`src/rtl/morse_key_decoder.sv`:
```
// morse_key_decoder: times key marks/spaces against a unit length and decodes Morse to ASCII
// Ports:
//   clk, rst_n            clock; asynchronous active-low reset
//   key_in                synchronised key level, 1 = mark
//   out_ready             downstream accepts out_char this cycle
//   out_valid, out_char   single-entry output register holding an unconsumed character
//   out_err               out_char is '?' for an unknown or overflowed pattern
//   overrun               sticky; a character was dropped while the output was full
//   busy                  symbols of the current letter are accumulated
module morse_key_decoder #(
    parameter int UNIT_CYCLES   = 1000,
    parameter int CNT_W         = 16,
    parameter int MAX_SYMS      = 6,
    parameter bit ENABLE_DIGITS = 1'b1
) (
    input  logic       clk,
    input  logic       rst_n,
    input  logic       key_in,
    input  logic       out_ready,
    output logic       out_valid,
    output logic [7:0] out_char,
    output logic       out_err,
    output logic       overrun,
    output logic       busy
);
    localparam logic [CNT_W-1:0] GLITCH_LT = CNT_W'(UNIT_CYCLES / 2);
    localparam logic [CNT_W-1:0] DASH_MIN  = CNT_W'(2 * UNIT_CYCLES);
    localparam logic [CNT_W-1:0] LETTER_AT = CNT_W'(3 * UNIT_CYCLES - 1);
    localparam logic [CNT_W-1:0] WORD_AT   = CNT_W'(7 * UNIT_CYCLES - 1);
    localparam logic [3:0]       MAX_LEN   = 4'(MAX_SYMS);

    logic                key_q;
    logic [CNT_W-1:0]    cnt_q, cnt_d;
    logic [MAX_SYMS-1:0] pat_q, pat_d;
    logic [3:0]          len_q, len_d;
    logic                ovf_q, ovf_d;
    logic                letter_seen_q, letter_seen_d;
    logic                word_done_q, word_done_d;
    logic                out_valid_q, out_valid_d;
    logic [7:0]          out_char_q, out_char_d;
    logic                out_err_q, out_err_d;
    logic                overrun_q, overrun_d;
    logic [7:0]          lut_char, emit_char;
    logic                mark_end, letter_end, word_end, emit, emit_err;

    // Pattern bits above len are always zero, so (len, pattern) indexes the table directly.
    always_comb begin
        lut_char = 8'h00;
        case ({len_q, 8'(pat_q)})
            {4'd2, 8'b01}:    lut_char = "A";
            {4'd4, 8'b1000}:  lut_char = "B";
            {4'd4, 8'b1010}:  lut_char = "C";
            {4'd3, 8'b100}:   lut_char = "D";
            {4'd1, 8'b0}:     lut_char = "E";
            {4'd4, 8'b0010}:  lut_char = "F";
            {4'd3, 8'b110}:   lut_char = "G";
            {4'd4, 8'b0000}:  lut_char = "H";
            {4'd2, 8'b00}:    lut_char = "I";
            {4'd4, 8'b0111}:  lut_char = "J";
            {4'd3, 8'b101}:   lut_char = "K";
            {4'd4, 8'b0100}:  lut_char = "L";
            {4'd2, 8'b11}:    lut_char = "M";
            {4'd2, 8'b10}:    lut_char = "N";
            {4'd3, 8'b111}:   lut_char = "O";
            {4'd4, 8'b0110}:  lut_char = "P";
            {4'd4, 8'b1101}:  lut_char = "Q";
            {4'd3, 8'b010}:   lut_char = "R";
            {4'd3, 8'b000}:   lut_char = "S";
            {4'd1, 8'b1}:     lut_char = "T";
            {4'd3, 8'b001}:   lut_char = "U";
            {4'd4, 8'b0001}:  lut_char = "V";
            {4'd3, 8'b011}:   lut_char = "W";
            {4'd4, 8'b1001}:  lut_char = "X";
            {4'd4, 8'b1011}:  lut_char = "Y";
            {4'd4, 8'b1100}:  lut_char = "Z";
            {4'd5, 8'b11111}: lut_char = ENABLE_DIGITS ? "0" : 8'h00;
            {4'd5, 8'b01111}: lut_char = ENABLE_DIGITS ? "1" : 8'h00;
            {4'd5, 8'b00111}: lut_char = ENABLE_DIGITS ? "2" : 8'h00;
            {4'd5, 8'b00011}: lut_char = ENABLE_DIGITS ? "3" : 8'h00;
            {4'd5, 8'b00001}: lut_char = ENABLE_DIGITS ? "4" : 8'h00;
            {4'd5, 8'b00000}: lut_char = ENABLE_DIGITS ? "5" : 8'h00;
            {4'd5, 8'b10000}: lut_char = ENABLE_DIGITS ? "6" : 8'h00;
            {4'd5, 8'b11000}: lut_char = ENABLE_DIGITS ? "7" : 8'h00;
            {4'd5, 8'b11100}: lut_char = ENABLE_DIGITS ? "8" : 8'h00;
            {4'd5, 8'b11110}: lut_char = ENABLE_DIGITS ? "9" : 8'h00;
            default:          lut_char = 8'h00;
        endcase
    end

    // Thresholds use equality so a saturated counter can never fire them again.
    assign mark_end   = key_q && !key_in && cnt_q >= GLITCH_LT;
    assign letter_end = !key_q && !key_in && cnt_q == LETTER_AT && (len_q != 4'd0 || ovf_q);
    assign word_end   = !key_q && !key_in && cnt_q == WORD_AT && letter_seen_q && !word_done_q;
    assign emit       = letter_end || word_end;
    assign emit_err   = letter_end && (ovf_q || lut_char == 8'h00);
    assign emit_char  = word_end ? 8'h20 : emit_err ? 8'h3F : lut_char;

    always_comb begin
        cnt_d         = key_in != key_q ? CNT_W'(1) : &cnt_q ? cnt_q : cnt_q + 1'b1;
        pat_d         = pat_q;
        len_d         = len_q;
        ovf_d         = ovf_q;
        letter_seen_d = letter_seen_q;
        word_done_d   = word_done_q;
        out_valid_d   = out_valid_q;
        out_char_d    = out_char_q;
        out_err_d     = out_err_q;
        overrun_d     = overrun_q;
        if (mark_end) begin
            if (len_q == MAX_LEN) begin
                ovf_d = 1'b1;
            end else begin
                pat_d = {pat_q[MAX_SYMS-2:0], cnt_q >= DASH_MIN};
                len_d = len_q + 4'd1;
            end
        end
        if (letter_end) begin
            pat_d         = '0;
            len_d         = 4'd0;
            ovf_d         = 1'b0;
            letter_seen_d = 1'b1;
            word_done_d   = 1'b0;
        end
        if (word_end) begin
            letter_seen_d = 1'b0;
            word_done_d   = 1'b1;
        end
        if (emit && (!out_valid_q || out_ready)) begin
            out_valid_d = 1'b1;
            out_char_d  = emit_char;
            out_err_d   = emit_err;
        end else if (emit) begin
            overrun_d = 1'b1;
        end else if (out_ready) begin
            out_valid_d = 1'b0;
        end
    end

    always_ff @(posedge clk or negedge rst_n) begin
        if (!rst_n) begin
            key_q         <= 1'b0;
            cnt_q         <= '0;
            pat_q         <= '0;
            len_q         <= 4'd0;
            ovf_q         <= 1'b0;
            letter_seen_q <= 1'b0;
            word_done_q   <= 1'b0;
            out_valid_q   <= 1'b0;
            out_char_q    <= 8'h00;
            out_err_q     <= 1'b0;
            overrun_q     <= 1'b0;
        end else begin
            key_q         <= key_in;
            cnt_q         <= cnt_d;
            pat_q         <= pat_d;
            len_q         <= len_d;
            ovf_q         <= ovf_d;
            letter_seen_q <= letter_seen_d;
            word_done_q   <= word_done_d;
            out_valid_q   <= out_valid_d;
            out_char_q    <= out_char_d;
            out_err_q     <= out_err_d;
            overrun_q     <= overrun_d;
        end
    end

    assign out_valid = out_valid_q;
    assign out_char  = out_char_q;
    assign out_err   = out_err_q;
    assign overrun   = overrun_q;
    assign busy      = len_q != 4'd0;
endmodule

```
`config.mk`:
```
export PLATFORM = sky130hd
export DESIGN_NAME = morse_key_decoder
export DESIGN_NICKNAME = d
export VERILOG_FILES = /design/src/rtl/morse_key_decoder.sv
export SDC_FILE = /design/constraint.sdc
export NUM_CORES = 1
export LEC_CHECK = 0
export ABC_CLOCK_PERIOD_IN_PS = 4400
export CAP_MARGIN = 20
export CORE_MARGIN = 3
export CORE_UTILIZATION = 50
export DETAILED_ROUTE_END_ITERATION = 6
export PLACE_DENSITY = 0.69
export SLEW_MARGIN = 20
export SYNTH_ARGS = -nofsm -noshare
export SYNTH_HDL_FRONTEND = slang
export SYNTH_SLANG_ARGS = --single-unit
```
`constraint.sdc`:
```
create_clock -name clk -period 4.4 [get_ports clk]
set_clock_uncertainty 0.15 [all_clocks]
set_input_delay 0.88 -clock clk [delete_from_list [all_inputs] [get_ports clk]]
set_output_delay 0.88 -clock clk [all_outputs]
set_load 0.005 [all_outputs]
```
==> impl_results.md, run 1 <==
- Post-synth top cells: nor2_1 (43), dfrtp_1 (40), nand2_1 (20)
- Synth top area cells: dfrtp_1 (36%), nor2_1 (5.7%), ha_1 (3.6%)
- Setup TNS: 0 ps
- Switching pwr: 0.3855 mW
- # Post-CTS Setup Buffers: 0
- Worst hold path class: reg2reg
- R2r setup slk: about 1600 ps
- Post-Syn Nets: 337
- Seq/Total Area, Yosys: around 36%
- PwrDens: 345.5 nW/um^2
- DP Area: 2937 sq um
- Clock Path Buffers: 2
- Crit share post-route: 68.00%
- DR pass1 iterations: 4
- Vias per inst: slightly below 6
- Vias in the first global route: around 2300
- First-pass GRT wire length: 10570 um
- Post-CTS sizing: 0
- Reg power frac: 43.0%
- Avg Cell Area, Syn: about 8.7 sq um
- Synth warnings: 0
- CP endpoint kind: output port
- Die Wd: 81.05 um
- Initial antenna violation count: 0
- Most frequent cell after synthesis: nor2_1
- Sum of buffers and inverters on the critical path: 2
- Root buf cell: clkbuf_8
- Worst vdd ir: roughly 0.00028 V
- Per-cell routed wire length: 15.45 um
- DRC: 0
- Post-Route WL: 6133 um
- Total CTS buffers: 5
- Final GP Congestion: around 0.97
- WHS Path Cells: 1
- Ratio of cells with drive above 1 in the final layout: 7.339%
- Setup crit start kind: flip-flop
- Max cap viols: 0
- Status: complete, no violations
- CTS HTree Levels: 2
- Worst hold start: overrun$_DFFE_PN0P_
- #FFs+latches synth: 40
- Hold endpoint: overrun$_DFFE_PN0P_
- Core Area: 5270 sq um
- Tightest Pin Transition: 928.8 ps
- RSZ-0062 raised after global routing: no
- Clock network power share: 24.7%
- CP top delay family: buffers and inverters
- CTS clk-pin slew, worst paths: 80 ps
- Cell Chain, Critical Path: inv_1, ha_1, or3b_1, clkdlybuf4s50_1
- # diodes: 0
- Combinational power share: approximately 32%
- Leak Pwr: 1.279 nW
- Top_reg_cell synth: dfrtp_1
- Design area: 3033 sq um
- Nets: 338
- # setup viols final: 0
- Crit path max-delay cell type: clkdlybuf4s50_1
- Fin. Hold Viols: 0
- Critical path class: reg2out
- CP peak stage delay: 470 ps
- Number of synthesized flops with an enable pin: 0
- Rel. slew slack: 37.57%
- Cells after Synth: roughly 330
- CTS sink count: 40
- Die H: 81.05 um
- Ports: 16
- Post-synth ARST share: between 90% and 100%
- Num rows: 26
- Req. time, crit path: 3370 ps
- DP HPWL: 4373 um
- F_max: 0.3342 GHz
- Hold_ws: 329.0 ps
- Gr usage total: approximately a fifth
- Slew Limit Fails: 0
- CTS tree: yes
- Reg2reg end: out_char[6]$_DFFE_PN0P_
- DRT iter0 DRCs: 169
- Antenna Nets Post-Route: 0
- Hold-fix buffers, CTS: 0
- Crit path max fanout: 4
- Worst R2R Start: pat_q[1]$_DFFE_PN0P_
- R2R cell count: 6
- Clk_lat worst skew: approximately 290 ps
- IO Port Bufs: 14
- Synth area leader: dfrtp_1
- Die Area: approximately 6600 sq um
- Cell Int Power: 0.6624 mW
- Synth cell types: 72
- Switch share: 36.79%
- Cell Area, Synth: about 2800 sq um
- Layout area overhead: 7.686%
- Vias: around 2300
- Gr ovfl total: 0
- Tmin final: around 3000 ps
- Worst Path Arrival: 1960 ps
- Largest net degree at the start of global routing: ~40
- Top cell type's share of synthesized area: 35.54%
- Initial core utilization: 53.44%
-- cells in the final DEF, fill, tap and decap left out, types with 4 or more instances in the layout --
cell type	count
nor4bb_1	4
clkdlybuf4s50_1	13
nand4_1	10
ha_1	8
xor2_1	7
o21ai_1	4
dfrtp_1	40
nand3_1	8
nor2_1	43
a211oi_1	4
or4_1	5
inv_1	13
nand2_1	20
nor3_1	12
or3_1	5
a21oi_1	14
nor2b_1	10
clkbuf_8	6
mux2i_1	5
xnor2_1	9
nand2b_1	6
o21ai_0	12
-- through the flow --
step                power [mW]  util, %  setup WS [ps]  instances
floorplan               0.7089        -           1926        325
global placement        0.7890    55.72           1272        389
detailed placement      0.7923    55.72           1244        389
global route             1.118    57.55           1306        397
finish                   1.048    57.55           1408        397
CTS                      1.054    57.55           1386        397
-- routing by layer --
layer  track usage [%]  routed length [um]
met5                 0                   0
met3             3.215                 239
met4             7.432                 102
met2             34.32                2895
met1             27.16                2895
-- worst max path at each step --
stage | start | cells past startpoint | slack, ps | to
2_1_floorplan | key_in | 7 | 1930 | out_char[6]$_DFFE_PN0P_
3_3_place_gp | key_in | 8 | 1270 | out_char[6]$_DFFE_PN0P_
3_5_place_dp | key_in | 8 | 1240 | out_char[6]$_DFFE_PN0P_
4_1_cts | len_q[0]$_DFFE_PN0P_ | 4 | 1390 | busy
5_1_grt | len_q[0]$_DFFE_PN0P_ | 4 | 1310 | busy
6_report | len_q[0]$_DFFE_PN0P_ | 4 | 1410 | busy
-- registers in the layout (all words and copies together) (netlist names) --
signal,flops
pat_q,6
overrun,1
ovf_q,1
len_q,4
out_err,1
key_q,1
word_done_q,1
out_char,7
letter_seen_q,1
cnt_q,16
out_valid,1
-- worst reg2reg max path: cells and delay by family, from the launching register on --
| kind | cells | cell delay (ps) |
|---|---|---|
| AOI/OAI and AO/OA | 3 | 500 |
| muxes | 1 | 300 |
| DFF | 1 | 830 |
| and+or+nand+nor | 2 | 900 |
-- logic make-up after synthesis --
family / share of synthesized area, %
XOR/XNOR: 4.976
AO/OA/AOI/OAI: 17.73
multiplexers: 2.177
other: 0.1331
buffers and inverters: 5.908
AND/OR/NAND/NOR: 29.99
flip-flops: 35.54
adder cells (fa/ha/maj): 3.554
-- area by class of cell --
type | instances | area [sq um]
Clock inverter | 2 | 13.76
Clock buffer | 6 | 82.58
Sequential cell | 40 | 1001
Fill cell | 496 | 2237
Multi-Input combinational cell | 250 | 1649
Inverter | 13 | 48.80
Tap cell | 70 | 87.58
Timing Repair Buffer | 16 | 150.1
-- power groups by stage --
stage	combinational [mW]	sequential [mW]	clock [mW]
final	0.339	0.450	0.259
after global routing	0.378	0.458	0.282
after CTS	0.338	0.449	0.267
after detailed placement	0.336	0.456	0
after global placement	0.335	0.454	0
after floorplan	0.292	0.417	0
(Power assumes the default switching activity.)
==> run 2, diff against run 1 <==
--- a/config.mk
+++ b/config.mk
@@ -5,7 +5,7 @@
 export SDC_FILE = /design/constraint.sdc
 export NUM_CORES = 1
 export LEC_CHECK = 0
-export ABC_CLOCK_PERIOD_IN_PS = 4400
+export ABC_CLOCK_PERIOD_IN_PS = 3150
 export CAP_MARGIN = 20
 export CORE_MARGIN = 3
 export CORE_UTILIZATION = 50
==> constraint.sdc (replaced) <==
create_clock -name clk -period 3.15 [get_ports clk]
set_clock_uncertainty 0.15 [all_clocks]
set_input_delay 0.63 -clock clk [delete_from_list [all_inputs] [get_ports clk]]
set_output_delay 0.63 -clock clk [all_outputs]
set_load 0.005 [all_outputs]
==> run 2 against run 1 <==
  * Routed wire length rose by 4.8%
  * Global-route usage is 0.54 points higher
  * Sequential share of layout area down 0.84 points
  * Combinational power grew 53%
  * Total power rose by 50%
  * Worst setup slack got worse by 970 ps
  * Final area grew 2.6%
  * Sequential power increased by 37%
  * Via count increased by 4.1%
  * Largest cell class unchanged
  * Largest power group unchanged
==> impl_results.md, run 2 (synthesized netlist as in run 1, its figures left out) <==
- CP endpoint kind: flip-flop
- Initial core utilization: 53.44%
- Crit path max fanout: 8
- Ratio of cells with drive above 1 in the final layout: 9.552%
- Die Wd: 81.05 um
- Setup TNS: 0 ps
- Filler cell count: around 480
- CP peak stage delay: 480 ps
- Reg power frac: 39.2%
- DR pass1 iterations: 4
- RSZ-0062 raised after global routing: no
- Vias: 2437
- Slew Limit Fails: 0
- Vias per inst: roughly 6
- Crit share post-route: between 80% and 90%
- CP top delay family: compound AO/OA/AOI/OAI gates
- Post-CTS sizing: 0
- Worst Path Arrival: 2750 ps
- Fin. Hold Viols: 0
- Largest net degree at the start of global routing: 41
- Tmin final: 2717 ps
- IO Port Bufs: 14
- Clock Path Buffers: 2
- Worst hold path class: in2async
- F_max: 0.3681 GHz
- CTS tree: yes
- Max reg flops: 16
- Die H: 81.05 um
- Core Area: about 5300 sq um
- Vias in the first global route: about 2300
- Clock network power share: roughly 28%
- Req. time, crit path: 3180 ps
- Post-Route WL: 6428 um
- DP HPWL: 4606 um
- Worst vdd ir: 0.0003000 V
- Initial antenna violation count: 0
- CTS sink count: 40
- # diodes: 0
- Switch share: 35.99%
- Most frequent cells in the layout: nor2_1 (43), dfrtp_1 (40), nand2_1 (20)
- Gr usage total: 21.16%
- Layout area overhead: 10.48%
- Rel. slew slack: 39.62%
- Num rows: 26
- Clk_lat worst skew: between 200 and 300 ps
- Critical path class: reg2reg
- Final GP Congestion: between 0.9 and 1
- Combinational power share: 33.0%
- Sum of buffers and inverters on the critical path: 1
- Biggest register: cnt_q
- DRT iter0 DRCs: 191
- Gr ovfl total: 0
- Nets: 346
- # setup viols final: 0
- CTS clk-pin slew, worst paths: 90 ps
- Cell Int Power: 1.005 mW
- Ports: 16
- Final WS setup: 433.2 ps
- Total CTS buffers: 5
- Most common cell after layout, fill and taps aside: nor2_1
- Setup crit start kind: flip-flop
- First-pass GRT wire length: 10860 um
- Switching pwr: 0.5651 mW
- DRC: 0
- Antenna Nets Post-Route: 0
- Root buf cell: clkbuf_8
- Die Area: 6569 sq um
- Status: complete, no violations
- CTS HTree Levels: 2
- Hold-fix buffers, CTS: 0
- # Post-CTS Setup Buffers: 0
- Tightest Pin Transition: ~910 ps
- Pre-CTS setup slack: 163.6 ps
- Per-cell routed wire length: about 16 um
- Leak Pwr: 1.323 nW
- Max cap viols: 0
- Crit path max-delay cell type: o21ai_1
- PwrDens: 504.5 nW/um^2
- Cell Chain, Critical Path: inv_1, ha_1, or3b_1, o2111a_1, and2_1, o21ai_1, mux2_1
-- run 2: cell types whose count changed in the layout (fill, tap and decap cells not counted), sizes merged --
cell	change
buf	+8
bufinv	+1
clkbuf	-1
clkinv	-1
clkinvlp	+1
-- run 2: power groups by stage --
stage | registers (mW) | logic (mW) | clock network (mW)
2_1_floorplan | 0.582 | 0.408 | 0
3_3_place_gp | 0.622 | 0.503 | 0
3_5_place_dp | 0.623 | 0.508 | 0
4_1_cts | 0.614 | 0.509 | 0.448
5_1_grt | 0.622 | 0.565 | 0.472
6_report | 0.615 | 0.518 | 0.437
-- run 2: worst reg2reg max path: stages, from the launching register on --
cell and delay, ps:
dfrtp_1 420, inv_1 130, ha_1 220, or3b_1 410
o2111a_1 260, and2_1 170, o21ai_1 480, mux2_1 370
-- run 2: layout make-up --
type / instances / area (sq um) / share of cell area (%)
repair buffers: 24 / 210.2 / 6.755
clock inverters: 3 / 46.29 / 1.488
inverters: 13 / 48.80 / 1.568
flip-flops and latches: 40 / 1001 / 32.17
multi-input cells: 250 / 1649 / 53.00
clock buffers: 5 / 68.82 / 2.212
well taps: 70 / 87.58 / 2.815
-- run 2: path summary, 6_finish.rpt --
path	start	end	slack [ps]	cells past startpoint
setup / recovery	len_q[0]$_DFFE_PN0P_	out_char[6]$_DFFE_PN0P_	430	7
hold / removal	rst_n	out_char[1]$_DFFE_PN0P_	300	1
setup reg to reg	len_q[0]$_DFFE_PN0P_	out_char[6]$_DFFE_PN0P_	430	7
hold reg to reg	overrun$_DFFE_PN0P_	overrun$_DFFE_PN0P_	330	1
max in group asynchronous	rst_n	len_q[1]$_DFFE_PN0P_	1970	1
min in group clk	overrun$_DFFE_PN0P_	overrun$_DFFE_PN0P_	330	1
-- run 2: layer usage --
layer | up-vias | global-route usage [%] | routed length [um]
met4 | 0 | 6.926 | 124
met1 | 1146 | 28.97 | 3023
met5 | - | 0 | 0
li1 | 1194 | - | -
met3 | 12 | 3.991 | 327
met2 | 85 | 33.74 | 2953
-- run 2: stage by stage --
stage,cells,cell area [sq um],util (%),hold WS (ps),power [mW]
after global routing,405,3112,59.05,362.1,1.659
after CTS,405,3112,59.05,334.7,1.571
final,405,3112,59.05,301.4,1.570
after floorplan,325,2816,-,184.4,0.9902
after global placement,397,2997,56.86,311.4,1.125
after detailed placement,397,2997,56.86,311.3,1.131
